$ cat config.mk
export PLATFORM = sky130hd
export DESIGN_NAME = mips_fetch_unit
export DESIGN_NICKNAME = d
export VERILOG_FILES = /design/src/rtl/mips_fetch_unit.sv
export SDC_FILE = /design/constraint.sdc
export NUM_CORES = 1
export LEC_CHECK = 0
export ABC_CLOCK_PERIOD_IN_PS = 6700
export BUFFER_PORTS_ARGS = -buffer_cell sky130_fd_sc_hd__buf_4
export CAP_MARGIN = 10
export CORE_MARGIN = 4
export CORE_UTILIZATION = 60
export DETAILED_ROUTE_END_ITERATION = 8
export GPL_TIMING_DRIVEN = 0
export PLACE_DENSITY = 0.88
export SYNTH_ARGS = -nofsm -noshare
export SYNTH_HDL_FRONTEND = slang
export SYNTH_SLANG_ARGS = --single-unit
$ cat constraint.sdc
create_clock -name clk -period 6.7 [get_ports clk]
set_input_delay 1.005 -clock clk [delete_from_list [all_inputs] [get_ports clk]]
set_output_delay 1.005 -clock clk [all_outputs]
set_load 0.005 [all_outputs]
$ cat src/rtl/mips_fetch_unit.sv
// mips_fetch_unit: sequential instruction-fetch front end.
// Issues one fetch at a time over a valid/ready imem port, buffers the returned
// words in an FQ_DEPTH-entry queue and hands {instr, pc} to decode.
// Redirects flush the queue and squash the response of any fetch in flight.
// Optional build macro: FETCH_JUMP_PREDECODE_EN -- J/JAL words steer the next
// fetch address to the jump target as they are pushed.
module mips_fetch_unit #(
    parameter logic [31:0] RESET_PC = 32'h0000_0000,
    parameter int unsigned FQ_DEPTH = 4,
    localparam int unsigned CNT_W   = $clog2(FQ_DEPTH) + 1
) (
    input  logic             clk,
    input  logic             reset,
    output logic             imem_req_o,
    output logic [31:0]      imem_addr_o,
    input  logic             imem_rdy_i,
    input  logic             imem_rvalid_i,
    input  logic [31:0]      imem_rdata_i,
    input  logic             redirect_i,
    input  logic [31:0]      redirect_pc_i,
    output logic             instr_valid_o,
    output logic [31:0]      instr_o,
    output logic [31:0]      instr_pc_o,
    input  logic             instr_ready_i,
    output logic [CNT_W-1:0] fq_count_o
);

    localparam int unsigned PTR_W = $clog2(FQ_DEPTH);

    typedef enum logic {
        S_REQ,
        S_WAIT
    } state_t;

    state_t             state;
    logic [31:0]        fetch_pc;
    logic [31:0]        outstanding_pc;
    logic               squash;

    logic [31:0]        fq_instr [FQ_DEPTH];
    logic [31:0]        fq_pc    [FQ_DEPTH];
    logic [PTR_W-1:0]   wr_ptr;
    logic [PTR_W-1:0]   rd_ptr;
    logic [CNT_W-1:0]   count;

    logic               accept;
    logic               push;
    logic               pop;
    logic               still_outstanding;

`ifdef FETCH_JUMP_PREDECODE_EN
    logic               is_jump;
    logic [31:0]        jump_target;

    assign is_jump     = (imem_rdata_i[31:26] == 6'b000010) || (imem_rdata_i[31:26] == 6'b000011);
    assign jump_target = ((outstanding_pc + 32'd4) & 32'hF000_0000)
                       | {4'b0000, imem_rdata_i[25:0], 2'b00};
`endif

    // A request is only offered while a queue slot is free for its response.
    assign imem_req_o  = ~reset && (state == S_REQ) && (count < CNT_W'(FQ_DEPTH));
    assign imem_addr_o = fetch_pc;
    assign accept      = imem_req_o && imem_rdy_i;

    assign push = (state == S_WAIT) && imem_rvalid_i && !squash && !redirect_i;
    assign pop  = instr_valid_o && instr_ready_i;

    // After this cycle a fetch is still in flight if the current one has not
    // returned, or a new one is being accepted right now.
    assign still_outstanding = ((state == S_WAIT) && !imem_rvalid_i) || accept;

    assign instr_valid_o = (count != '0);
    assign instr_o       = instr_valid_o ? fq_instr[rd_ptr] : '0;
    assign instr_pc_o    = instr_valid_o ? fq_pc[rd_ptr]    : '0;
    assign fq_count_o    = count;

    // Fetch FSM, fetch address, squash flag and queue pointers/occupancy.
    always_ff @(posedge clk or posedge reset) begin
        if (reset) begin
            state          <= S_REQ;
            fetch_pc       <= RESET_PC & 32'hFFFF_FFFC;
            outstanding_pc <= '0;
            squash         <= 1'b0;
            wr_ptr         <= '0;
            rd_ptr         <= '0;
            count          <= '0;
        end else if (redirect_i) begin
            wr_ptr   <= '0;
            rd_ptr   <= '0;
            count    <= '0;
            fetch_pc <= redirect_pc_i & 32'hFFFF_FFFC;
            if (still_outstanding) begin
                squash <= 1'b1;
                state  <= S_WAIT;
            end else begin
                squash <= 1'b0;
                state  <= S_REQ;
            end
        end else begin
            case (state)
                S_REQ: begin
                    if (accept) begin
                        outstanding_pc <= fetch_pc;
                        fetch_pc       <= fetch_pc + 32'd4;
                        state          <= S_WAIT;
                    end
                end
                S_WAIT: begin
                    if (imem_rvalid_i) begin
                        squash <= 1'b0;
                        state  <= S_REQ;
`ifdef FETCH_JUMP_PREDECODE_EN
                        if (push && is_jump) begin
                            fetch_pc <= jump_target;
                        end
`endif
                    end
                end
                default: state <= S_REQ;
            endcase
            if (push) begin
                wr_ptr <= wr_ptr + 1'b1;
            end
            if (pop) begin
                rd_ptr <= rd_ptr + 1'b1;
            end
            count <= count + CNT_W'(push) - CNT_W'(pop);
        end
    end

    // Queue storage; contents are only visible through the valid-gated head.
    always_ff @(posedge clk) begin
        if (push) begin
            fq_instr[wr_ptr] <= imem_rdata_i;
            fq_pc[wr_ptr]    <= outstanding_pc;
        end
    end

endmodule

==> results_dict.tcl, run 1 <==
set metrics [dict create \
    arrival_ps 3040 \
    slew_headroom_pct 41.4 \
    p_leak_uw 0.00553 \
    synth_seq_area_share_pct 71.8 \
    clock_path_buffers 3 \
    viasPerCell 6.08 \
    seqPwrFrac_pct 45.5 \
    rsz0062_at_grt "no" \
    pin_count 171 \
    final_core_util_pct 73.6 \
    rows 53 \
    grt_max_degree 70 \
    cts-htree-levels 1 \
    area_growth_pct 21.1 \
    grt_pass1_wl_um 43500 \
    cp-end-kind "output pin" \
    mappedNetlistArea_mm2 0.0128 \
    fin_crit_ps 4040 \
    cp_slowest_stage_delay_ps 700 \
    tns_ps 0 \
    internal_power_uw 4160 \
    cts_resized 0 \
    synthDistinctLibCells 41 \
    die-area_mm2 0.0237 \
    cts_root_buf "clkbuf_16" \
    async_flop_share_pct 21.8 \
    synth_largest_area_cell "edfxtp_1" \
    grt_overflow 0 \
    hpwl_um 18100 \
    ys_ff_latch 317 \
    setup_viol_count_final 0 \
    vias 7426 \
    layout-drive-gt1-share_pct 34.1 \
    max_freq_mhz 247 \
    synthTopCellsByCount "edfxtp_1, and2_1, dfrtp_1, mux4_2, mux2_2" \
    dp.cells 1166 \
    antenna_found_initial 1 \
    num-fill-cells 1254 \
    cts_sinks 317 \
    drt_wl_total_um 27600 \
    fin_skew_ps 12.4 \
    tritoncts "done" \
    crit_slowest_cell "buf_1" \
    crit_required_ps 5690 \
    synth.most_common_cell "edfxtp_1" \
    crit_path_max_fanout 10 \
    swShare_pct 26.4 \
    p_clk_share_pct 29.7 \
    powerDensity_mw_per_mm2 365 \
    core_region_area_mm2 0.0210 \
    synth_warnings 0 \
    crit_type "reg -> out" \
    regArea_mm2 0.00917 \
    die_w_um 154 \
    synthTopCellsByArea "edfxtp_1, dfrtp_1, mux4_2" \
    run_status "finished, final reports clean" \
    post_cts_buffers 0 \
    drt_first_pass_iters 5 \
    clock_latency_ps 540 \
    p_total_uw 5650 \
    cap_viol_max_count 0 \
    io_buffer_count 164 \
    period_share_pct 60.3 \
    drv_slew 0 \
    grt_pass1_vias 7857 \
    avgSynthCellArea_um2 17.8 \
    numCtsBuffers 30 \
    wire_per_inst_um 22.6 \
    synth-edff-count 248 \
    yosys.area.top_type_share_pct 58.3 \
    syn_inst 720 \
    start_kind "flip-flop" \
    drt_iter0_drc 561 \
    combPwrFrac_pct 24.8 \
    hp-class "reg -> reg" \
    start_util_pct 60.8 \
    postRouteAntennaNets 0 \
    ir_drop_mv 0.235 \
    die_height_um 154 \
    final-hold-violation-count 0 \
    multiInputGateArea_mm2 0.00341 \
    gp_congestion 0.921 \
    grt.total_usage_pct 23.4 \
    cts_hold_buf 0 \
    path_clk_slew_ps 60 \
    place_area_mm2 0.0145 \
    tightest_slew_ps 879 \
    crit_chain "clkbuf_1, buf_1, mux4_2, and2_1, buf_4" \
    p_sw_uw 1490 \
    drc 0 \
    synth_ff_type "edfxtp_1" \
    n_antenna_cell 0 \
    stdcell_area_mm2 0.0155 \
    nets 1001 \
    layoutNonFillerInstCount 1222 \
]
## state kept, by name, summed over array words and instances, names as in the netlist
signal / flops
outstanding_pc: 30
squash: 1
rd_ptr: 2
fq_instr: 128
wr_ptr: 2
state: 1
fq_count_o: 3
imem_addr_o: 30
fq_pc: 120
## layer usage
metal / part of all wire [%] / wire length [um] / global-route usage [%]
met5: 0.047 / 13 / 0
met4: 2.2 / 601 / 5.93
met3: 8.9 / 2470 / 4.17
met2: 50 / 13800 / 38.9
met1: 39 / 10600 / 32.7
## cell type report
| cell class | instances | share of cell area, % |
|---|---|---|
| clock buffer | 36 | 5.13 |
| timing repair buffer | 168 | 8.67 |
| clock inverter | 20 | 1.23 |
| tap | 275 | 2.22 |
| sequential | 317 | 59.3 |
| multi-input combinational | 353 | 22.0 |
| inverter | 11 | 0.283 |
| buffer | 42 | 1.16 |
## final timing paths
| check | from | end | slack, ps | depth (start not counted) |
|---|---|---|---|---|
| hold reg to reg | outstanding_pc[25] | fq_pc[2][25] | 510 | 0 |
| max in group asynchronous | reset | outstanding_pc[23] | 5430 | 2 |
| setup reg to reg | fq_count_o[2] | fq_count_o[2] | 3860 | 10 |
| min in group asynchronous | reset | imem_addr_o[9] | 680 | 2 |
| setup / recovery | rd_ptr[0] | instr_pc_o[26] | 2660 | 5 |
| hold / removal | outstanding_pc[25] | fq_pc[2][25] | 510 | 0 |
## placed cells by master, fill, tap and decap left out, types with 2 or more instances in the layout
master,count
nand2_1,22
buf_4,168
nor2b_1,2
and4_1,6
and3_1,2
inv_1,9
nand3_1,16
clkinv_1,8
nor3_1,2
and2_4,4
or3_1,4
a31oi_1,15
xor2_1,7
mux4_2,62
mux2_2,31
nor2_1,23
clkbuf_16,31
clkbuf_1,32
o31ai_1,12
clkinv_2,8
bufinv_16,4
o21ai_0,14
dfrtp_1,69
o211ai_1,5
ha_1,7
or4_1,17
buf_1,5
edfxtp_1,248
buf_16,4
nand4_1,14
conb_1,4
xnor2_1,5
buf_2,6
and2_1,67
## cell families after synthesis
kind of cell / count (synthesis) / share of synthesized area, %
buf+inv: 53 / 1.73
xor+xnor: 12 / 0.822
fa+ha+maj: 8 / 0.842
mux: 94 / 13.7
other cells: 1 / 0.0293
compound gates: 50 / 2.53
simple gates: 185 / 8.55
flops: 317 / 71.8
## worst max-delay path, delay by kind of cell, from the launching register on
family	cells	cell delay, ps
buffers and inverters	3	1320
DFF	1	320
muxes	1	660
and+or+nand+nor	1	190
## per-stage QoR
stage,setup slack (ps),hold slack [ps]
after floorplan,3250,472
after global placement,1860,488
after detailed placement,3110,502
after CTS,2550,516
after global routing,2420,541
final,2660,515
## power groups by stage
stage / Sequential, uW / Combinational [uW] / Clock, uW
after floorplan: 2540 / 777 / 0
after CTS: 2570 / 1440 / 1700
after detailed placement: 2610 / 1430 / 0
final: 2570 / 1400 / 1680
after global routing: 2590 / 1540 / 1800
after global placement: 2580 / 1380 / 0
Power figures use the tool's default switching activity.
==> run 2: changes to the inputs <==
- ABC_CLOCK_PERIOD_IN_PS: 6700 -> 3860
- CORE_UTILIZATION: 60 -> 57
- PLACE_DENSITY: 0.88 -> 0.84
- clock period: 6.7 -> 3.86 ns (I/O delays scaled with it)
==> run 2 against run 1 <==
Compared with the run above: clock power increased by 69%; utilization is 3.3 points lower; flip-flop and latch count unchanged; cell count increased by 0.65%; via count fell by 1.4%; clock skew increased by 1.2 ps; design area shrank 0.26%; sequential power up 74%; non-clock buffer count unchanged; global-route usage decreased by 1.4 points; hold slack got worse by 290 ps; critical endpoint is now instr_pc_o[28]; largest cell class unchanged; largest power group unchanged.
==> results_dict.tcl, run 2 (same netlist as run 1, synthesis figures left out) <==
set metrics [dict create \
    viasPerCell 5.96 \
    start_util_pct 58.2 \
    area_growth_pct 20.8 \
    cts_resized 0 \
    grt_pass1_wl_um 42000 \
    clock_latency_ps 560 \
    die_height_um 158 \
    top_register "fq_instr" \
    cts_sinks 317 \
    path_clk_slew_ps 60 \
    hpwl_um 17300 \
    rsz0062_at_grt "no" \
    wire_per_inst_um 21.8 \
    drv_slew 0 \
    drt_iter0_drc 612 \
    die_w_um 158 \
    tightest_slew_ps 885 \
    rows 54 \
    p_leak_uw 0.00552 \
    numCtsBuffers 31 \
    cp_slowest_stage_delay_ps 570 \
    cts_hold_buf 0 \
    largest_reg_flops 128 \
    core_region_area_mm2 0.0220 \
    nets 1002 \
    grt_max_degree 70 \
    drt_wl_total_um 26800 \
    slew_headroom_pct 41.0 \
    cp-end-kind "output pin" \
    postRouteAntennaNets 0 \
    grt_pass1_vias 7461 \
    final-hold-violation-count 0 \
    drt_first_pass_iters 5 \
    crit_chain "clkbuf_1, clkbuf_2, mux4_2, and2_1, buf_4" \
    crit_type "reg -> out" \
    tritoncts "done" \
    start_kind "flip-flop" \
    tns_ps 0 \
    post_cts_buffers 0 \
    crit_path_max_fanout 10 \
    grt.total_usage_pct 21.9 \
    ir_drop_mv 0.391 \
    antenna_found_initial 0 \
    crit_slowest_cell "mux4_2" \
    run_status "finished, final reports clean" \
    setup_viol_count_final 0 \
    period_share_pct 87.9 \
    mostFrequentLayoutCells "edfxtp_1, buf_4, dfrtp_1, and2_1, mux4_2" \
    layout-drive-gt1-share_pct 34.4 \
    max_freq_mhz 295 \
    p_total_uw 9720 \
    cap_viol_max_count 0 \
    hp-class "in -> reg" \
    io_buffer_count 164 \
    reg_top3 "fq_instr (128), fq_pc (120)" \
    gp_congestion 0.864 \
    cts_root_buf "clkbuf_16" \
    fin_skew_ps 13.6 \
    cts-htree-levels 1 \
    mostFrequentLayoutCell "edfxtp_1" \
    vias 7325 \
    crit_required_ps 3280 \
    grt_overflow 0 \
    fin_crit_ps 3390 \
    powerDensity_mw_per_mm2 630 \
    arrival_ps 2820 \
    die-area_mm2 0.0249 \
    pin_count 171 \
    drc 0 \
    clock_path_buffers 3 \
]
-- run 2: power by group --
group	total (uW)	leakage, uW	switching (uW)	internal (uW)
logic	2420	0.00198	1060	1360
registers	4460	0.00306	316	4140
clock network	2840	0.000480	1230	1620
-- run 2: final timing paths --
kind                       cells after the start                from                  to  slack [ps]
min in group asynchronous                      2               reset      imem_addr_o[5]         230
max reg2reg                                   10       fq_count_o[2]       fq_count_o[2]        1030
max                                            5           rd_ptr[0]      instr_pc_o[28]         470
max in group asynchronous                      2               reset  outstanding_pc[16]        3040
min reg2reg                                    0  outstanding_pc[27]        fq_pc[2][27]         520
min                                            1    imem_rdata_i[24]     fq_instr[0][24]         220
-- run 2: layout make-up --
cell class	instances	area [um2]
well taps	280	350
repair buffers	168	1320
clock buffers	37	808
clock inverters	21	149
multi-input cells	353	3410
plain buffers	42	181
flip-flops and latches	317	9170
diodes	1	2.50
inverters	11	43.8
fillers	1411	6520
-- run 2: metrics by stage --
stage | utilization (%) | setup WS [ps] | hold slack (ps) | cells | area, um2
6_report | 70.3 | 465 | 223 | 1230 | 15400
3_3_place_gp | 65.5 | -559 | 489 | 1167 | 14400
2_1_floorplan | - | 839 | 472 | 723 | 12800
5_1_grt | 70.3 | 294 | 208 | 1229 | 15400
3_5_place_dp | 65.9 | 680 | 502 | 1171 | 14500
4_1_cts | 70.3 | 79.8 | 202 | 1229 | 15400
-- run 2: layer usage --
metal	part of all wire [%]	wire length (um)	vias up	track usage (%)
li1	-	-	3239	-
met5	0	0	-	0
met4	2.2	598	0	5.28
met2	49	13200	355	36.2
met1	40	10700	3668	31.0
met3	8.5	2260	63	4.13
-- run 2: critical path: cells and delay by family, from the launching register on --
kind | cells | cell delay (ps)
buf+inv | 3 | 1140
mux | 1 | 570
flops | 1 | 330
simple gates | 1 | 210
